File: src/rtl/tetris_key_ctrl.sv
// rtl/tetris_key_ctrl.sv - sync, debounce, edge-detect and auto-repeat for three Tetris push-buttons
module tetris_key_ctrl #(
    parameter int ACTIVE_LOW      = 1,
    parameter int DEBOUNCE_CYCLES = 500000,
    parameter int REPEAT_DELAY    = 15000000,
    parameter int REPEAT_PERIOD   = 5000000,
    parameter int CNT_W           = 24
) (
    input  logic       clk,
    input  logic       rst,
    input  logic       BtnLeft,
    input  logic       BtnRight,
    input  logic       BtnChange,
    output logic       KeyLeft,
    output logic       KeyRight,
    output logic       KeyChange,
    output logic [2:0] KeyHeld
);

    localparam logic [CNT_W-1:0] DB_MAX = CNT_W'(DEBOUNCE_CYCLES - 1);
    localparam logic [CNT_W-1:0] RD_MAX = CNT_W'(REPEAT_DELAY - 1);
    localparam logic [CNT_W-1:0] RP_MAX = CNT_W'(REPEAT_PERIOD - 1);

    typedef enum logic [1:0] {
        ST_IDLE   = 2'd0,
        ST_DELAY  = 2'd1,
        ST_REPEAT = 2'd2,
        ST_LOCK   = 2'd3
    } state_t;

    // Bit order everywhere: [0] Left, [1] Right, [2] Change; 1 means pressed.
    logic [2:0] raw_pressed;
    logic [2:0] db_w;
    logic [2:0] rise_w;
    logic [1:0] pulse_lr_w;

    assign raw_pressed = (ACTIVE_LOW != 0) ? ~{BtnChange, BtnRight, BtnLeft}
                                           :  {BtnChange, BtnRight, BtnLeft};

    for (genvar g = 0; g < 3; g++) begin : g_db
        logic             sync1_q, sync1_d;
        logic             sync2_q, sync2_d;
        logic             db_q, db_d;
        logic             db_prev_q, db_prev_d;
        logic [CNT_W-1:0] cnt_q, cnt_d;

        // Synchroniser chain plus debounce: db flips only after DEBOUNCE_CYCLES of steady disagreement.
        always_comb begin
            sync1_d   = raw_pressed[g];
            sync2_d   = sync1_q;
            db_d      = db_q;
            cnt_d     = '0;
            db_prev_d = db_q;
            if (sync2_q != db_q) begin
                if (cnt_q == DB_MAX) begin
                    db_d  = ~db_q;
                    cnt_d = '0;
                end else begin
                    cnt_d = cnt_q + 1'b1;
                end
            end
        end

        // Input-path state registers.
        always_ff @(posedge clk or posedge rst) begin
            if (rst) begin
                sync1_q   <= 1'b0;
                sync2_q   <= 1'b0;
                db_q      <= 1'b0;
                db_prev_q <= 1'b0;
                cnt_q     <= '0;
            end else begin
                sync1_q   <= sync1_d;
                sync2_q   <= sync2_d;
                db_q      <= db_d;
                db_prev_q <= db_prev_d;
                cnt_q     <= cnt_d;
            end
        end

        assign db_w[g]   = db_q;
        assign rise_w[g] = db_q & ~db_prev_q;
    end

    for (genvar g = 0; g < 2; g++) begin : g_dir
        localparam int OPP = 1 - g;

        state_t           st_q, st_d;
        logic [CNT_W-1:0] rep_q, rep_d;
        logic             pulse_q, pulse_d;

        // Direction FSM: initial pulse, delayed auto-repeat, and lockout while the opposite key is down.
        always_comb begin
            st_d    = st_q;
            rep_d   = rep_q;
            pulse_d = 1'b0;
            case (st_q)
                ST_IDLE: begin
                    if (rise_w[g]) begin
                        rep_d = '0;
                        if (db_w[OPP]) begin
                            st_d = ST_LOCK;
                        end else begin
                            st_d    = ST_DELAY;
                            pulse_d = 1'b1;
                        end
                    end
                end
                ST_DELAY: begin
                    if (!db_w[g]) begin
                        st_d  = ST_IDLE;
                        rep_d = '0;
                    end else if (db_w[OPP]) begin
                        st_d  = ST_LOCK;
                        rep_d = '0;
                    end else if (rep_q == RD_MAX) begin
                        st_d    = ST_REPEAT;
                        pulse_d = 1'b1;
                        rep_d   = '0;
                    end else begin
                        rep_d = rep_q + 1'b1;
                    end
                end
                ST_REPEAT: begin
                    if (!db_w[g]) begin
                        st_d  = ST_IDLE;
                        rep_d = '0;
                    end else if (db_w[OPP]) begin
                        st_d  = ST_LOCK;
                        rep_d = '0;
                    end else if (rep_q == RP_MAX) begin
                        pulse_d = 1'b1;
                        rep_d   = '0;
                    end else begin
                        rep_d = rep_q + 1'b1;
                    end
                end
                ST_LOCK: begin
                    // Only releasing this key re-arms it; the opposite key's release is ignored.
                    if (!db_w[g]) begin
                        st_d = ST_IDLE;
                    end
                end
                default: begin
                    st_d  = ST_IDLE;
                    rep_d = '0;
                end
            endcase
        end

        // Direction FSM state, repeat counter and registered pulse.
        always_ff @(posedge clk or posedge rst) begin
            if (rst) begin
                st_q    <= ST_IDLE;
                rep_q   <= '0;
                pulse_q <= 1'b0;
            end else begin
                st_q    <= st_d;
                rep_q   <= rep_d;
                pulse_q <= pulse_d;
            end
        end

        assign pulse_lr_w[g] = pulse_q;
    end

    logic change_q, change_d;

    // Rotate fires once per debounced press, never locked, never repeated.
    always_comb begin
        change_d = rise_w[2];
    end

    // Registered rotate pulse.
    always_ff @(posedge clk or posedge rst) begin
        if (rst) begin
            change_q <= 1'b0;
        end else begin
            change_q <= change_d;
        end
    end

    assign KeyLeft   = pulse_lr_w[0];
    assign KeyRight  = pulse_lr_w[1];
    assign KeyChange = change_q;
    assign KeyHeld   = db_w;

endmodule

File: config.mk
export PLATFORM = sky130hd
export DESIGN_NAME = tetris_key_ctrl
export DESIGN_NICKNAME = d
export VERILOG_FILES = /design/src/rtl/tetris_key_ctrl.sv
export SDC_FILE = /design/constraint.sdc
export NUM_CORES = 1
export LEC_CHECK = 0
export ABC_CLOCK_PERIOD_IN_PS = 8700
export BUFFER_PORTS_ARGS = -buffer_cell sky130_fd_sc_hd__buf_2
export CORE_MARGIN = 3
export CORE_UTILIZATION = 60
export CTS_CLUSTER_DIAMETER = 30
export CTS_CLUSTER_SIZE = 14
export DETAILED_ROUTE_END_ITERATION = 6
export PLACE_DENSITY = 0.76
export SYNTH_ARGS = -nofsm -noshare
export SYNTH_HDL_FRONTEND = slang
export SYNTH_SLANG_ARGS = --single-unit
export TNS_END_PERCENT = 5
File: constraint.sdc
create_clock -name clk -period 8.7 [get_ports clk]
set_input_delay 0.87 -clock clk [delete_from_list [all_inputs] [get_ports clk]]
set_output_delay 0.87 -clock clk [all_outputs]
set_load 0.02 [all_outputs]
* Word-level counts from Yosys, hierarchy flattened
Cells that the tools add are included.
Storage, ports and cells: register bits after elaboration 139, bits in latches 0, bits in writable memories 0, ROM bits 0, input bits 5, output and inout port bits 6, logic and storage cells 130, memories kept 0
Operators by class: add/sub/neg operators 5, $mul 0, div/mod/pow operators 0, order comparisons 0, equality and inequality tests 24, shift operators 0, mux-type cells 58, bitwise gates (word level) 10, reduce and logical (&&, ||, !) cells 11
Operators with widths (number):
- 24-bit 2-to-1 mux | 20
- 24-bit one-hot mux with 3 select lines | 2
- 24-bit by 1-bit adder with 24-bit output, second input constant | 5
- 24-bit by 19-bit equality test with 1-bit output, second input constant | 3
- 24-bit by 23-bit equality test with 1-bit output, second input constant | 2
- 24-bit equality test, second input constant | 2
- 2-bit 2-to-1 mux | 16
- 1-bit 2-to-1 mux | 16
- 2-bit one-hot mux with 4 select lines | 2
- 2-bit AND reduction | 5
- 2-bit equality test, second input constant | 4
- 2-bit != test, second input constant | 4
- 4-bit != test, second input constant | 2
- 4-bit AND reduction | 2
- 3-bit != test, second input constant | 2
- 1-bit inverter | 6
- 1-bit one-hot mux with 3 select lines | 2
- 3-bit nonzero test | 2
- 2-bit by 1-bit equality test with 1-bit output, second input constant | 2
- 2-bit zero test | 2
- 1-bit bitwise AND | 3
- 1-bit != test | 3
- 3-bit inverter | 1

* Depth between registers and ports, before layout
Gate-level depths: netlist (run 1).
word-level depth 5, gate-level depth with buffers 9

* Worst setup path before layout (run 1)
Ideal clock, no wire load.
path type flip-flop to flip-flop, start reg g_dir[1].rep_q[6], end reg g_dir[1].rep_q[3], library setup time 119 ps, data arrival time 1959 ps, required time 8581 ps, slack 6622 ps, stages on the path, launching flop included 7, path buffers 1, clock period less this slack 2078 ps, cell sequence dfrtp_1 or4b_4 nor4_4 a41oi_1 a311oi_4 buf_6 nor2_1
On the way: longest elaborated chain between the ends 5, elaborated cells between the ends (all ways) 9, those cells by class eq/ne (2); mux (7)
RTL lines:
- start, declared | line 89 | logic [CNT_W-1:0] rep_q, rep_d;
- start signal, assigned | line 159 | rep_q <= rep_d;
- 24-bit by 23-bit equality test with 1-bit output or 24-bit equality test (tied branches) | line 131, 116
- 24-bit 2-to-1 mux (on tied branches) | line 131, 116
- 24-bit 2-to-1 mux (on tied branches) | line 128, 113
- 24-bit 2-to-1 mux (on tied branches) | line 125, 110
- 24-bit one-hot mux with 3 select lines * | line 97 | case (st_q)
Every way passes the cells marked *; elsewhere a longest branch is shown, timed or not. A chain may end at the register's enable or synchronous reset.

* Final worst setup path (run 1)
start reg g_dir[1].st_q[0], end reg g_dir[1].rep_q[23]
On the way: longest elaborated chain between the ends 3, elaborated cells between the ends (all ways) 7, those cells by class eq/ne (3); mux (1); reduce/logical (3)
RTL lines:
- start, declared | line 88 | state_t st_q, st_d;
- start signal, assigned | line 158 | st_q <= st_d;
- 2-bit equality test, or another cell as far along | line 97
- 3-bit nonzero test (no source line) or 2-bit != test (tied branches)
- 2-bit AND reduction (no source line)
Several ways; a longest one is shown, not always the timed one.

==> flow_summary.ini, run 1 <==
[run_status]
status = completed

[clocking]
clock-sinks = 139
clock_path_buffers = 2
cts_tree = built
htree_levels = 4
cts_buffers = 17
ctsRootBufferMaster = clkbuf_16
postCtsHoldBufs = 0
clk-insertion-delay-late_ns = 0.43
cts_resized = 0
post_cts_buffers = 0
clkTransAtPathRegs_ns = 0.06

[sta]
hold_viol = 0
fin_crit_sh_pct = 28.18
tightest_slew_ns = 1.099
skew_ns = 0.006770
setup_viol = 0
fin_crit_ns = 2.452
slew_viol_final = 0
slew_headroom_pct = 26.20
setup_slack_ns = 6.248
setup_tns_ns = 0
maxClockFrequency_ghz = 0.4079
rsz0062_at_grt = no

[routing]
drt_iter0_drc = 460
drc = 0
wirelength_mm = 14.73
firstDrtPassIters = 5
wl_per_cell_um = 15.90
via_per_inst = 5.967
antenna_left = 0
vias = 5525

[min_path]
hold_depth = 0
holdCritPathClass = reg -> reg

[die]
core_area_mm2 = 0.01171
start_util_pct = 62.87
die_y_um = 116.8
row_count = 39
die_area_mm2 = 0.01364
ioPinCount = 11
die_w_um = 116.8

[cells_and_area]
nNetsFinal = 792
syn_to_final_growth_pct = 10.08
fillCellCount = 885
n_antenna_cell = 0
layout-drive-gt1-share_pct = 8.046

[worst_setup_path]
cp.depth = 6
endpoint_kind = register
cp.arrival_ns = 2.80
cp_max_fo = 9
rr_worst_depth = 6
path_cells = inv_1 > ha_1 > a211oi_2 > nand3_1 > or4_1 > a21oi_1
slowest_delay_ns = 0.57
critPathTopFamily = simple AND/OR/NAND/NOR gates
worstSetupStartpointType = register
crit_type = reg -> reg
worstPathRequired_ns = 9.05
crit_buf_inv = 1
critical-path-slowest-cell = a211oi_2

[synthesis]
ys_warn_count = 0
synth.top_cell.area_share_pct = 47.24
synthesis.nets = 791
synth_seq_cells = 139
synth_area_per_cell_um2 = 9.575
ys_seq_area_share_pct = 47.24
synth_top_cell_by_area = dfrtp_1
postSynth.asyncResetShare_pct = 100.0
synth_area_mm2 = 0.007363
ys.flop_type = dfrtp_1
synth_cell_types = 61
synth_cells = 769
synth_edf_count = 0
netlist_top_cells_area = dfrtp_1 47%, xor2_1 7.7%, nor2_1 5.4%

[power_and_ir_drop]
finalPower_mw = 1.452
max-vdd-ir-drop_mv = 0.1945
p_leak_nw = 3.507
powerDensity_mw_per_mm2 = 179.1

[place]
post-dp-hpwl_mm = 9.638
place_ws_ns = 6.247
place.gp.congestion = 0.8448
io_buffers = 10

[grt]
grt_remaining_overflow = 0
grt_max_degree = 72
grt_pass1_wl_mm = 26.01
grt_pass1_vias = 5431
antenna_found_initial = 0
grt.total_usage_pct = 24.15

[flow_run]
maxCapViolCount = 0
layer usage:
metal,GRT usage [%],vias up,part of all wire (%)
met4,8.410,0,1.7
met1,32.23,2696,46
met2,38.00,99,48
met5,0,-,0
met3,7.095,27,4.1
li1,-,2703,-
layout make-up:
class	count	area, µm²	share of cell area (%)
well taps	143	178.9	2.207
clock inverters	14	190.2	2.346
multi-input cells	570	3632	44.81
flip-flops and latches	139	3478	42.91
inverters	29	113.9	1.405
clock buffers	18	439.2	5.418
repair buffers	13	72.57	0.8953
state kept, by name (all words and copies together) (netlist names), 3 cells and up:
signal,flops
g_db.sync2_q,3
g_db.db_prev_q,3
g_dir.st_q,4
g_db.cnt_q,72
g_db.db_prev_d,3
g_db.sync1_q,3
g_dir.rep_q,48
cell usage after synthesis (3+ instances only):
cell type  instances
dfrtp_1          139
xor2_1            65
nor2b_1            7
nand3_1           34
nor4b_1            9
buf_4              4
nor2_1           105
nor4_1            14
nor3_1            19
mux2_2             3
xnor2_1           33
and3_1            13
o21a_1             4
inv_1             29
nand2_1           60
a31oi_1            3
and2_1            10
nand2b_1           9
o221ai_1           5
a22oi_1            4
buf_2              4
or4_1              4
mux2i_1            3
clkbuf_1          22
nand4_1           43
and4_1            14
a21oi_1           25
ha_1              17
or3_1              8
o21ai_0           18
final timing paths:
kind | end | slack (ns) | start
setup / recovery | g_dir[1].rep_q[23] | 6.25 | g_dir[1].st_q[0]
hold / removal | g_db[1].sync2_q | 0.35 | g_db[1].sync1_q
setup reg to reg | g_dir[1].rep_q[23] | 6.25 | g_dir[1].st_q[0]
hold reg to reg | g_db[1].sync2_q | 0.35 | g_db[1].sync1_q
max in group asynchronous | g_dir[0].rep_q[15] | 6.85 | rst
min in group asynchronous | g_db[2].sync2_q | 0.55 | rst
cell usage in the layout, fill, tap and decap left out, drive strengths merged, types with 5 or more instances in the layout:
cell,count
a21oi,25
and2,11
and3,13
and4,14
buf,13
clkbuf,18
dfrtp,139
ha,17
inv,33
nand2,61
nand2b,9
nand3,35
nand4,43
nor2,105
nor2b,7
nor3,19
nor4,16
nor4b,9
o21ai,20
o221ai,5
or3,9
xnor2,33
xor2,65
per-stage QoR:
| step | cell area (µm²) | util [%] | hold slack [ns] | std cells |
|---|---|---|---|---|
| 3_3_place_gp | 7476 | 63.84 | 0.3374 | 894 |
| 2_1_floorplan | 7363 | - | 0.3312 | 769 |
| 4_1_cts | 8105 | 69.21 | 0.3562 | 926 |
| 5_1_grt | 8105 | 69.21 | 0.3625 | 926 |
| 6_report | 8105 | 69.21 | 0.3522 | 926 |
| 3_5_place_dp | 7476 | 63.84 | 0.3426 | 894 |
power by group:
part           total [mW]  leakage (nW)  internal (mW)  switching [mW]
Sequential          0.656          1.92          0.652         0.00431
Combinational      0.0262          1.28        0.00505          0.0211
Clock               0.770         0.307          0.488           0.282
cell families after synthesis:
| family | count (synthesis) | share of synthesized area, % |
|---|---|---|
| buffers and inverters | 60 | 3.432 |
| AO/OA/AOI/OAI | 77 | 6.984 |
| adder cells (fa/ha/maj) | 17 | 2.889 |
| XOR/XNOR | 98 | 11.66 |
| multiplexers | 6 | 0.8666 |
| AND/OR/NAND/NOR | 372 | 26.93 |
| flip-flops | 139 | 47.24 |
Note: power is estimated with default switching activity, not from simulation.
==> run 2: changes to the inputs <==
- ABC_CLOCK_PERIOD_IN_PS: 8700 -> 2500
- clock period: 8.7 -> 2.5 ns (I/O delays scaled with it)
==> run 2 against run 1 <==
  * Worst hold slack better by 0.0030 ns
  * Register-to-register slack got worse by 6.1 ns
  * Combinational power rose to 3.9 times the previous value
  * Via count is 2.2% higher
  * Sequential share of layout area shrank 0.71 points
  * Routed wire length is 0.98% lower
  * Largest power group unchanged
==> flow_summary.ini, run 2 (synthesized netlist as in run 1, its figures left out) <==
[sta]
hold_viol = 0
maxClockFrequency_ghz = 0.4325
fin_crit_ns = 2.312
slew_viol_final = 0
fin_crit_sh_pct = 92.49
slew_headroom_pct = 57.62
setup_viol = 0
tightest_slew_ns = 0.6197
skew_ns = 0.005659
setup_tns_ns = 0
rsz0062_at_grt = no

[power_and_ir_drop]
powerDensity_mw_per_mm2 = 591.1
p_leak_nw = 3.588
max-vdd-ir-drop_mv = 0.4824

[die]
die_w_um = 116.8
die_y_um = 116.8
row_count = 39
start_util_pct = 62.87
ioPinCount = 11
core_area_mm2 = 0.01171
die_area_mm2 = 0.01364

[clocking]
clock-sinks = 139
ctsRootBufferMaster = clkbuf_16
clkTransAtPathRegs_ns = 0.06
cts_tree = built
clk-insertion-delay-late_ns = 0.42
post_cts_buffers = 0
cts_buffers = 17
htree_levels = 4
clock_path_buffers = 2

[cells_and_area]
n_antenna_cell = 0
final_cells = 944
final_common_cell = dfrtp_1
largestRegisters = g_db.cnt_q: 72 flops, g_dir.rep_q: 48 flops, g_dir.st_q: 4 flops
fin_area_mm2 = 0.008242
fillCellCount = 880
layout_common_cells = 139 x dfrtp_1, 105 x nor2_1, 65 x xor2_1, 60 x nand2_1, 43 x nand4_1
nNetsFinal = 813
largest-register = g_db.cnt_q
layout-drive-gt1-share_pct = 9.488
largest_reg_flops = 72
syn_to_final_growth_pct = 11.93

[routing]
wirelength_mm = 14.58
drc = 0
wl_per_cell_um = 15.45
via_per_inst = 5.983
antenna_left = 0
drt_iter0_drc = 367
vias = 5648
firstDrtPassIters = 5

[run_status]
status = completed

[place]
place.gp.congestion = 0.8684
io_buffers = 10
place_area_mm2 = 0.007615
post-dp-hpwl_mm = 9.769
place_inst = 911

[worst_setup_path]
crit_type = reg -> reg
cp.arrival_ns = 2.61
worstPathRequired_ns = 2.80
cp_max_fo = 6
worstSetupStartpointType = register
endpoint_kind = register

[flow_run]
maxCapViolCount = 0

[grt]
grt_pass1_vias = 5528
grt_remaining_overflow = 0
grt.total_usage_pct = 23.32
antenna_found_initial = 0
grt_max_degree = 74
grt_pass1_wl_mm = 25.32

[min_path]
holdCritPathClass = reg -> reg
[run 2: cell types whose count changed in the layout (fill, tap and decap cells not counted), sizes merged]
cell | previous run | this run
buf | 13 | 30
bufinv | 4 | 3
clkbuf | 18 | 21
clkinv | 4 | 3
clkinvlp | 2 | 3
dlygate4sd3 | 0 | 4
inv | 33 | 28
[run 2: layout make-up]
type | count | area (µm²) | share of cell area [%]
Clock buffer | 21 | 460.4 | 5.587
Clock inverter | 8 | 120.1 | 1.457
Inverter | 29 | 112.6 | 1.366
Multi-Input combinational cell | 570 | 3638 | 44.15
Sequential cell | 139 | 3478 | 42.20
Tap cell | 143 | 178.9 | 2.171
Timing Repair Buffer | 34 | 252.7 | 3.067
[run 2: layer usage]
layer  part of all wire (%)  vias up  global-route usage [%]
li1                       -     2722                       -
met1                     46     2788                   31.38
met2                     49      107                   36.86
met3                    3.1       31                   4.679
met4                    2.3        0                   10.55
met5                      0        -                       0
[run 2: final timing paths]
check                                         from            endpoint  depth (start not counted)  slack [ns]
worst max-delay path            g_dir[0].rep_q[16]    g_dir[0].st_q[1]                          5        0.19
worst min-delay path               g_db[2].sync1_q     g_db[2].sync2_q                          0        0.36
worst max register to register  g_dir[0].rep_q[16]    g_dir[0].st_q[1]                          5        0.19
worst min register to register     g_db[2].sync1_q     g_db[2].sync2_q                          0        0.36
max in group asynchronous                      rst   g_dir[0].rep_q[0]                          4        1.36
min in group asynchronous                      rst  g_dir[1].rep_q[18]                          3        0.41
[run 2: timing repair]
item | 4_1_cts | 5_1_grt
resized for setup | 0 | 1
endpoints found under the setup margin | 0 | 2
endpoints found under the hold margin | 21 | 0
hold buffers | 4 | 0
[run 2: power breakdown]
part	switching [mW]	internal [mW]	total, mW
clock	0.890	1.60	2.49
combinational	0.0740	0.0278	0.102
sequential	0.0147	2.27	2.28
total	0.979	3.89	4.87
[run 2: critical path, stage by stage (launching register included)]
cell and delay [ns]:
dfrtp_1 0.43, or3b_2 0.52, nor4_1 0.32, a31oi_1 0.27, o21ai_1 0.30, mux2_2 0.37
[run 2: through the flow]
stage,setup WS [ns],hold slack [ns],power [mW],util [%]
2_1_floorplan,0.4218,0.3094,2.391,-
3_3_place_gp,0.2617,0.2849,2.419,65.02
3_5_place_dp,0.2178,0.2923,2.424,65.02
4_1_cts,0.2019,0.3591,4.920,70.32
5_1_grt,0.04145,0.3682,5.035,70.37
6_report,0.1879,0.3552,4.872,70.37
